==> config.mk <==
export PLATFORM = sky130hd
export DESIGN_NAME = execute_fw_flat
export DESIGN_NICKNAME = d
export VERILOG_FILES = /design/src/rtl/execute_fw_if.sv /design/src/rtl/execute_fw.sv /design/src/flat_wrapper.sv
export SDC_FILE = /design/constraint.sdc
export NUM_CORES = 1
export LEC_CHECK = 0
export CAP_MARGIN = 20
export CORE_ASPECT_RATIO = 1.1
export CORE_MARGIN = 2
export CORE_UTILIZATION = 25
export CTS_CLUSTER_SIZE = 20
export DETAILED_ROUTE_END_ITERATION = 12
export DONT_BUFFER_PORTS = 1
export PLACE_DENSITY = 0.5
export SYNTH_ARGS = -nofsm -noshare
export SYNTH_HDL_FRONTEND = slang
export SYNTH_SLANG_ARGS = --single-unit
==> constraint.sdc <==
create_clock -name clock -period 10.9 [get_ports clock]
set_input_delay 3.27 -clock clock [delete_from_list [all_inputs] [get_ports clock]]
set_output_delay 3.27 -clock clock [all_outputs]
set_load 0.01 [all_outputs]
==> src/rtl/execute_fw_if.sv <==
`default_nettype none
//----------------------------------------------------------------------------
// execute_fw_if : ID/EX, MEM/WB and EX/MEM signal bundle of the execute stage | rev 1.0
//----------------------------------------------------------------------------
interface execute_fw_if #(
    parameter int DATA_WIDTH     = 32,
    parameter int REG_ADDR_WIDTH = 5
);
    logic                      valid_in;
    logic [3:0]                op;
    logic                      alu_src;
    logic [DATA_WIDTH-1:0]     registro_1;
    logic [DATA_WIDTH-1:0]     registro_2;
    logic [DATA_WIDTH-1:0]     sign_extend;
    logic [REG_ADDR_WIDTH-1:0] rs;
    logic [REG_ADDR_WIDTH-1:0] rt;
    logic [REG_ADDR_WIDTH-1:0] rd;
    logic                      reg_write_in;
    logic [REG_ADDR_WIDTH-1:0] mem_wb_rd;
    logic                      mem_wb_reg_write;
    logic [DATA_WIDTH-1:0]     mem_wb_data;
    logic                      flush;
    logic                      stall;
    logic                      valid_out;
    logic [DATA_WIDTH-1:0]     result;
    logic [DATA_WIDTH-1:0]     registro_2_out;
    logic [REG_ADDR_WIDTH-1:0] rd_out;
    logic                      reg_write_out;

    modport slave (
        input  valid_in, op, alu_src, registro_1, registro_2, sign_extend,
               rs, rt, rd, reg_write_in, mem_wb_rd, mem_wb_reg_write,
               mem_wb_data, flush,
        output stall, valid_out, result, registro_2_out, rd_out, reg_write_out
    );

    modport master (
        output valid_in, op, alu_src, registro_1, registro_2, sign_extend,
               rs, rt, rd, reg_write_in, mem_wb_rd, mem_wb_reg_write,
               mem_wb_data, flush,
        input  stall, valid_out, result, registro_2_out, rd_out, reg_write_out
    );
endinterface
`default_nettype wire

==> src/rtl/execute_fw.sv <==
`default_nettype none
//----------------------------------------------------------------------------
// execute_fw : forwarding execute stage, EX/MEM register, shift-add MUL | rev 1.0
//----------------------------------------------------------------------------
module execute_fw #(
    parameter int DATA_WIDTH     = 32,
    parameter int REG_ADDR_WIDTH = 5
) (
    input  logic         clock,
    input  logic         reset_n,
    execute_fw_if.slave  bus
);
    localparam int c_shamt_w = $clog2(DATA_WIDTH);
    localparam logic [c_shamt_w-1:0] c_cnt_last = c_shamt_w'(DATA_WIDTH - 1);

    localparam logic [3:0] c_op_add = 4'd0;
    localparam logic [3:0] c_op_sub = 4'd1;
    localparam logic [3:0] c_op_and = 4'd2;
    localparam logic [3:0] c_op_or  = 4'd3;
    localparam logic [3:0] c_op_xor = 4'd4;
    localparam logic [3:0] c_op_nor = 4'd5;
    localparam logic [3:0] c_op_slt = 4'd6;
    localparam logic [3:0] c_op_sll = 4'd7;
    localparam logic [3:0] c_op_srl = 4'd8;
    localparam logic [3:0] c_op_sra = 4'd9;
    localparam logic [3:0] c_op_mul = 4'd10;

    typedef enum logic [0:0] {ST_IDLE = 1'b0, ST_BUSY = 1'b1} state_t;

    state_t                    r_state, w_state_next;
    logic                      w_stall, w_mul_start, w_mul_done;
    logic                      r_valid, r_reg_write;
    logic [DATA_WIDTH-1:0]     r_result, r_rs2;
    logic [REG_ADDR_WIDTH-1:0] r_rd;
    logic [DATA_WIDTH-1:0]     r_mcand, r_mplier, r_acc;
    logic [c_shamt_w-1:0]      r_cnt;
    logic [DATA_WIDTH-1:0]     w_fwd_a, w_fwd_b, w_op2, w_alu, w_acc_next;
    logic [c_shamt_w-1:0]      w_shamt;
    logic                      w_lt;

    // EX/MEM has priority over MEM/WB; register 0 is never forwarded.
    always_comb begin
        w_fwd_a = bus.registro_1;
        if (r_valid && r_reg_write && r_rd != '0 && r_rd == bus.rs)
            w_fwd_a = r_result;
        else if (bus.mem_wb_reg_write && bus.mem_wb_rd != '0 && bus.mem_wb_rd == bus.rs)
            w_fwd_a = bus.mem_wb_data;

        w_fwd_b = bus.registro_2;
        if (r_valid && r_reg_write && r_rd != '0 && r_rd == bus.rt)
            w_fwd_b = r_result;
        else if (bus.mem_wb_reg_write && bus.mem_wb_rd != '0 && bus.mem_wb_rd == bus.rt)
            w_fwd_b = bus.mem_wb_data;
    end

    assign w_op2   = bus.alu_src ? bus.sign_extend : w_fwd_b;
    assign w_shamt = w_op2[c_shamt_w-1:0];
    assign w_lt    = $signed(w_fwd_a) < $signed(w_op2);

    always_comb begin
        w_alu = '0;
        case (bus.op)
            c_op_add: w_alu = w_fwd_a + w_op2;
            c_op_sub: w_alu = w_fwd_a - w_op2;
            c_op_and: w_alu = w_fwd_a & w_op2;
            c_op_or:  w_alu = w_fwd_a | w_op2;
            c_op_xor: w_alu = w_fwd_a ^ w_op2;
            c_op_nor: w_alu = ~(w_fwd_a | w_op2);
            c_op_slt: w_alu = {{(DATA_WIDTH-1){1'b0}}, w_lt};
            c_op_sll: w_alu = w_fwd_a << w_shamt;
            c_op_srl: w_alu = w_fwd_a >> w_shamt;
            c_op_sra: w_alu = $signed(w_fwd_a) >>> w_shamt;
            default:  w_alu = '0;
        endcase
    end

    // One partial product per BUSY edge; the last one is folded in at release.
    assign w_acc_next = r_acc + (r_mplier[0] ? r_mcand : '0);

    always_ff @(posedge clock or negedge reset_n) begin
        if (!reset_n) r_state <= ST_IDLE;
        else          r_state <= w_state_next;
    end

    always_comb begin
        w_state_next = r_state;
        w_stall      = 1'b0;
        w_mul_start  = 1'b0;
        w_mul_done   = 1'b0;
        case (r_state)
            ST_IDLE: begin
                if (bus.valid_in && bus.op == c_op_mul) begin
                    w_stall      = 1'b1;
                    w_mul_start  = 1'b1;
                    w_state_next = ST_BUSY;
                end
            end
            ST_BUSY: begin
                if (r_cnt == c_cnt_last) begin
                    w_mul_done   = 1'b1;
                    w_state_next = ST_IDLE;
                end else begin
                    w_stall = 1'b1;
                end
            end
            default: w_state_next = ST_IDLE;
        endcase
        if (bus.flush) w_state_next = ST_IDLE;
    end

    always_ff @(posedge clock or negedge reset_n) begin
        if (!reset_n) begin
            r_mcand  <= '0;
            r_mplier <= '0;
            r_acc    <= '0;
            r_cnt    <= '0;
        end else if (bus.flush || w_mul_done) begin
            r_acc <= '0;
            r_cnt <= '0;
        end else if (w_mul_start) begin
            r_mcand  <= w_fwd_a;
            r_mplier <= w_op2;
            r_acc    <= '0;
            r_cnt    <= '0;
        end else if (r_state == ST_BUSY) begin
            r_acc    <= w_acc_next;
            r_mcand  <= r_mcand << 1;
            r_mplier <= r_mplier >> 1;
            r_cnt    <= r_cnt + 1'b1;
        end
    end

    always_ff @(posedge clock or negedge reset_n) begin
        if (!reset_n) begin
            r_valid     <= 1'b0;
            r_reg_write <= 1'b0;
            r_result    <= '0;
            r_rs2       <= '0;
            r_rd        <= '0;
        end else if (bus.flush) begin
            r_valid     <= 1'b0;
            r_reg_write <= 1'b0;
        end else if (w_mul_done) begin
            r_valid     <= 1'b1;
            r_reg_write <= bus.reg_write_in;
            r_result    <= w_acc_next;
            r_rs2       <= w_fwd_b;
            r_rd        <= bus.rd;
        end else if (w_mul_start || r_state == ST_BUSY) begin
            r_valid     <= 1'b0;
            r_reg_write <= 1'b0;
        end else begin
            r_valid     <= bus.valid_in;
            r_reg_write <= bus.valid_in && bus.reg_write_in;
            r_result    <= w_alu;
            r_rs2       <= w_fwd_b;
            r_rd        <= bus.rd;
        end
    end

    assign bus.stall          = w_stall;
    assign bus.valid_out      = r_valid;
    assign bus.reg_write_out  = r_reg_write;
    assign bus.result         = r_result;
    assign bus.registro_2_out = r_rs2;
    assign bus.rd_out         = r_rd;
endmodule
`default_nettype wire

==> src/flat_wrapper.sv <==
// flat-port wrapper written by rule: the top's interface ports become plain ports
module execute_fw_flat 
#(
    parameter int DATA_WIDTH     = 32,
    parameter int REG_ADDR_WIDTH = 5
)
  (clock, reset_n, bus_valid_in, bus_op, bus_alu_src, bus_registro_1, bus_registro_2, bus_sign_extend, bus_rs, bus_rt, bus_rd, bus_reg_write_in, bus_mem_wb_rd, bus_mem_wb_reg_write, bus_mem_wb_data, bus_flush, bus_stall, bus_valid_out, bus_result, bus_registro_2_out, bus_rd_out, bus_reg_write_out);
  execute_fw_if #(.DATA_WIDTH(DATA_WIDTH), .REG_ADDR_WIDTH(REG_ADDR_WIDTH)) bus_i ();
  input  logic clock;
  input  logic reset_n;
  input wire logic [$bits(bus_i.valid_in)-1:0] bus_valid_in;
  input wire logic [$bits(bus_i.op)-1:0] bus_op;
  input wire logic [$bits(bus_i.alu_src)-1:0] bus_alu_src;
  input wire logic [$bits(bus_i.registro_1)-1:0] bus_registro_1;
  input wire logic [$bits(bus_i.registro_2)-1:0] bus_registro_2;
  input wire logic [$bits(bus_i.sign_extend)-1:0] bus_sign_extend;
  input wire logic [$bits(bus_i.rs)-1:0] bus_rs;
  input wire logic [$bits(bus_i.rt)-1:0] bus_rt;
  input wire logic [$bits(bus_i.rd)-1:0] bus_rd;
  input wire logic [$bits(bus_i.reg_write_in)-1:0] bus_reg_write_in;
  input wire logic [$bits(bus_i.mem_wb_rd)-1:0] bus_mem_wb_rd;
  input wire logic [$bits(bus_i.mem_wb_reg_write)-1:0] bus_mem_wb_reg_write;
  input wire logic [$bits(bus_i.mem_wb_data)-1:0] bus_mem_wb_data;
  input wire logic [$bits(bus_i.flush)-1:0] bus_flush;
  output wire logic [$bits(bus_i.stall)-1:0] bus_stall;
  output wire logic [$bits(bus_i.valid_out)-1:0] bus_valid_out;
  output wire logic [$bits(bus_i.result)-1:0] bus_result;
  output wire logic [$bits(bus_i.registro_2_out)-1:0] bus_registro_2_out;
  output wire logic [$bits(bus_i.rd_out)-1:0] bus_rd_out;
  output wire logic [$bits(bus_i.reg_write_out)-1:0] bus_reg_write_out;
  assign bus_i.valid_in = bus_valid_in;
  assign bus_i.op = bus_op;
  assign bus_i.alu_src = bus_alu_src;
  assign bus_i.registro_1 = bus_registro_1;
  assign bus_i.registro_2 = bus_registro_2;
  assign bus_i.sign_extend = bus_sign_extend;
  assign bus_i.rs = bus_rs;
  assign bus_i.rt = bus_rt;
  assign bus_i.rd = bus_rd;
  assign bus_i.reg_write_in = bus_reg_write_in;
  assign bus_i.mem_wb_rd = bus_mem_wb_rd;
  assign bus_i.mem_wb_reg_write = bus_mem_wb_reg_write;
  assign bus_i.mem_wb_data = bus_mem_wb_data;
  assign bus_i.flush = bus_flush;
  assign bus_stall = bus_i.stall;
  assign bus_valid_out = bus_i.valid_out;
  assign bus_result = bus_i.result;
  assign bus_registro_2_out = bus_i.registro_2_out;
  assign bus_rd_out = bus_i.rd_out;
  assign bus_reg_write_out = bus_i.reg_write_out;
  execute_fw #(.DATA_WIDTH(DATA_WIDTH), .REG_ADDR_WIDTH(REG_ADDR_WIDTH)) u_core (.clock(clock), .reset_n(reset_n), .bus(bus_i));
endmodule
==> summary.md <==
| Metric | Value |
|---|---|
| Status | finished, final reports clean |
| Worst setup EP type | flop |
| Hold Slack | 0.505 ns |
| Grt ovf | 0 |
| Setup CP Type | in2reg |
| Fmax | between 100 and 150 MHz |
| Via density | approximately 6.1 |
| Sum Neg Setup Slack | 0 ns |
| Die area | around 80000 um2 |
| Synth Area per Inst | approximately 7.4 um2 |
| CP Cell Sequence | xor2_1 > or4b_1 > nor2_4 > buf_12 > mux2i_1 > o21ai_0 > mux2i_1 > ha_1 > nor4_1 > and3_1 > o311ai_0 > nand2_1 > o22ai_1 > a211oi_1 > o221ai_1 > o311a_1 > mux2i_1 > a41oi_1 > a221o_1 |
| Top cells by area, synth | dfrtp_1 22%, ha_1 8.6%, o21ai_0 7.2% |
| Clock skew | about 0.032 ns |
| Initial antenna violation count | 13 |
| Clock-pin slew on the worst setup and hold paths | ~0.1 ns |
| # rows | about 110 |
| Die Span Y | slightly below 300 um |
| WP data required | 11.33 ns |
| Comb pwr share | about two fifths |
| Ys flop type | dfrtp_1 |
| Via count | ~22k |
| Largest net degree at the start of global routing | ~170 |
| Area Growth Syn to Fin | 8.93% |
| Met2 WL | 48800 um |
| Ys Warns | 0 |
| CORE AREA | between 70000 and 80000 um2 |
| Max clock buf depth | 2 |
| GRT Total Usage | about a quarter |
| WL per Instance | about 30 um |
| Area leader, netlist | dfrtp_1 |
| Static Leak | 8.65 nW |
| Crit-path max FO | 16 |
| Final RePlAce weighted congestion | 1.05 |
| Sequential share of power | 34.5% |
| Post-CTS Setup Inserts | 0 |
| 1st-pass router iterations | 8 |
| Nets | around 2.8k |
| # port buffers | 0 |
| Maxcap violations | 0 |
| WP buf/inv | 1 |
| Yosys reg bits | between 150 and 200 |
| Final Max Slew Viols | 0 |
| Initial drt markers | 2881 |
| Synth async-reset ratio | between 90% and 100% |
| Resized Gates After CTS | 0 |
| Synth cell count leaders | 314 x nand2_1, 279 x o21ai_0, 173 x dfrtp_1, 157 x a21oi_1, 149 x nand3_1 |
| Final setup vio count | 0 |
| M1 WL | between 40000 and 50000 um |
| IR drop worst, VDD | 0.125 mV |
| Skew-Pair Late Insertion Delay | around 0.54 ns |
| Initial Utilization | between 20% and 30% |
| Cell Area, Placed | between 20000 and 25000 um2 |
| DRC | 0 |
| Most common cell in the netlist | nand2_1 |
| Slew @ Worst Pin | roughly 1.2 ns |
| Clk sinks | 173 |
| Mapped Cells | roughly 2.6k |
| Cts bufs inserted | 17 |
| Mapped Area | between 15000 and 20000 um2 |
| Htree depth | 4 |
| Hold Buf Count CTS | 0 |
| Final WS setup | 1.75 ns |
| Period utilisation layout | 83.9% |
| Clock root buffer | clkbuf_16 |
| Internal Power | around 1.4 mW |
| RSZ-0062 raised after global routing | false |
| Proportion of layout cells with a drive suffix above 1 | 6.63% |
| Launching element type of the critical path | primary input |
| Post-layout min period | approximately 9.1 ns |
| Non-filler cells, final | 3586 |
| CP max stage delay | between 0.6 and 0.7 ns |
| Sw Share | 45.5% |
| Fin util | a little over a quarter |
| DRT Wirelength | around 110000 um |
| Slowest CP cell | nor2_4 |
| Top routing layer in use | met5 |
| Worst hold path type | reg2reg |
| Seq/Total Area, Yosys | around 22% |
| Total power | 2.50 mW |
| Synth top area share | between 20 and 25% |
| Final hold vios | 0 |
| Clock power share | between 20% and 30% |
| DP Cell Count | between 3k and 4k |
| Distinct cells, synth | 93 |
| Final instance area | 21200 um2 |
| Worst Path Arrival | 9.58 ns |
| Power Dens Cells | approximately 120 nW/um2 |
| First-pass GRT wire length | about 150000 um |
| Fill count | roughly 8.6k |
| Chip width | roughly 270 um |
| Mapped Nets | a little under 3k |
| Top cell by count, worst path | mux2i_1 |
| P_sw | ~1.1 mW |
| Max-slew headroom | between 20% and 30% |
| DR WL met3 | 8260 um |
| Number of synthesized flops with an enable pin | 0 |
| Crit path max-delay family | simple AND/OR/NAND/NOR gates |
| CTS tree | done |
| Ports | around 230 |
| Dpl ws | between 1 and 1.5 ns |
| Vias in the first global route | approximately 21k |
| Final antenna-violating net count | 0 |
| Dpl hpwl | ~81000 um |
placed cells by master (no fill, tap or decap), types with 14 or more instances in the layout:
master	synthesis	final
or3_1	15	14
nand4_1	15	15
mux2i_1	73	73
buf_4	7	77
a22o_1	30	30
a22oi_1	76	76
a21oi_1	157	157
ha_1	134	134
inv_1	110	109
nor3_1	78	73
a211oi_1	40	40
o211ai_1	60	60
nand2_1	314	314
and2_1	52	51
a31oi_1	64	64
nand2b_1	23	22
xnor2_1	56	56
xor2_1	19	19
nor4_1	16	16
a221oi_1	17	17
o21ai_1	27	27
o21bai_1	14	14
nand3_1	149	149
o31ai_1	15	15
o21ai_0	279	279
a21o_1	23	23
a32oi_1	14	14
o22ai_1	23	23
a221o_1	16	16
o21a_1	18	18
clkbuf_16	0	17
a2111oi_0	15	15
and3_1	14	14
dfrtp_1	173	173
nor2_1	143	140
o2111ai_1	16	16
worst min-delay path, delay by kind of cell (launching register included):
family | cells | cell delay [ns]
DFF | 1 | 0.36
and+or+nand+nor | 1 | 0.05
AOI/OAI and AO/OA | 1 | 0.06
logic make-up (layout without fill, tap and decap cells):
family,Yosys count,after routing,share of synthesized area [%]
AND/OR/NAND/NOR,862,862,20.8
AO/OA/AOI/OAI,999,999,34.0
adder cells (fa/ha/maj),137,137,8.93
buffers and inverters,308,224,6.38
XOR/XNOR,75,75,3.38
multiplexers,79,79,4.29
flip-flops,173,173,22.3
other,0,2,0
registers in the layout, summed over array words and instances (netlist names):
name	cells
u_core.r_mcand	32
u_core.bus.rd_out	5
u_core.bus.reg_write_out	1
u_core.r_acc	32
u_core.r_cnt	5
u_core.r_state	1
u_core.bus.registro_2_out	32
u_core.bus.result	32
u_core.r_mplier	32
u_core.bus.valid_out	1
final cells by class:
| class | count | area [um2] | share of cell area, % |
|---|---|---|---|
| inverters | 111 | 417 | 1.97 |
| multi-input cells | 2152 | 14000 | 66.0 |
| diodes | 2 | 5.00 | 0.0236 |
| flip-flops and latches | 173 | 4330 | 20.4 |
| repair buffers | 81 | 628 | 2.97 |
| clock inverters | 14 | 109 | 0.514 |
| well taps | 1035 | 1290 | 6.11 |
| clock buffers | 18 | 429 | 2.03 |
path summary, 6_finish.rpt:
path	endpoint	slack, ns	cells after the start	startpoint
setup / recovery	u_core.bus.result[31]	1.75	19	bus_rt[4]
hold / removal	u_core.r_acc[19]	0.50	2	u_core.r_acc[19]
setup reg to reg	u_core.bus.result[24]	4.27	21	u_core.bus.rd_out[0]
hold reg to reg	u_core.r_acc[19]	0.50	2	u_core.r_acc[19]
max in group asynchronous	u_core.bus.registro_2_out[7]	7.97	0	reset_n
min in group asynchronous	u_core.r_mplier[31]	2.44	0	reset_n
power groups by stage:
stage               clock [mW]  sequential, mW  combinational (mW)
global placement             0           0.872               0.978
detailed placement           0           0.873               0.967
CTS                      0.637           0.861               0.972
finish                   0.626           0.862                1.01
floorplan                    0           0.820               0.661
global route             0.658           0.871                1.07
metal layers:
metal  global-route usage, %  up-vias
li1                        -     9617
met1                    31.8    10800
met2                    41.9     1178
met3                    5.50      298
met4                    15.7       12
met5                       0        -
Note: power is estimated with default switching activity, not from simulation.
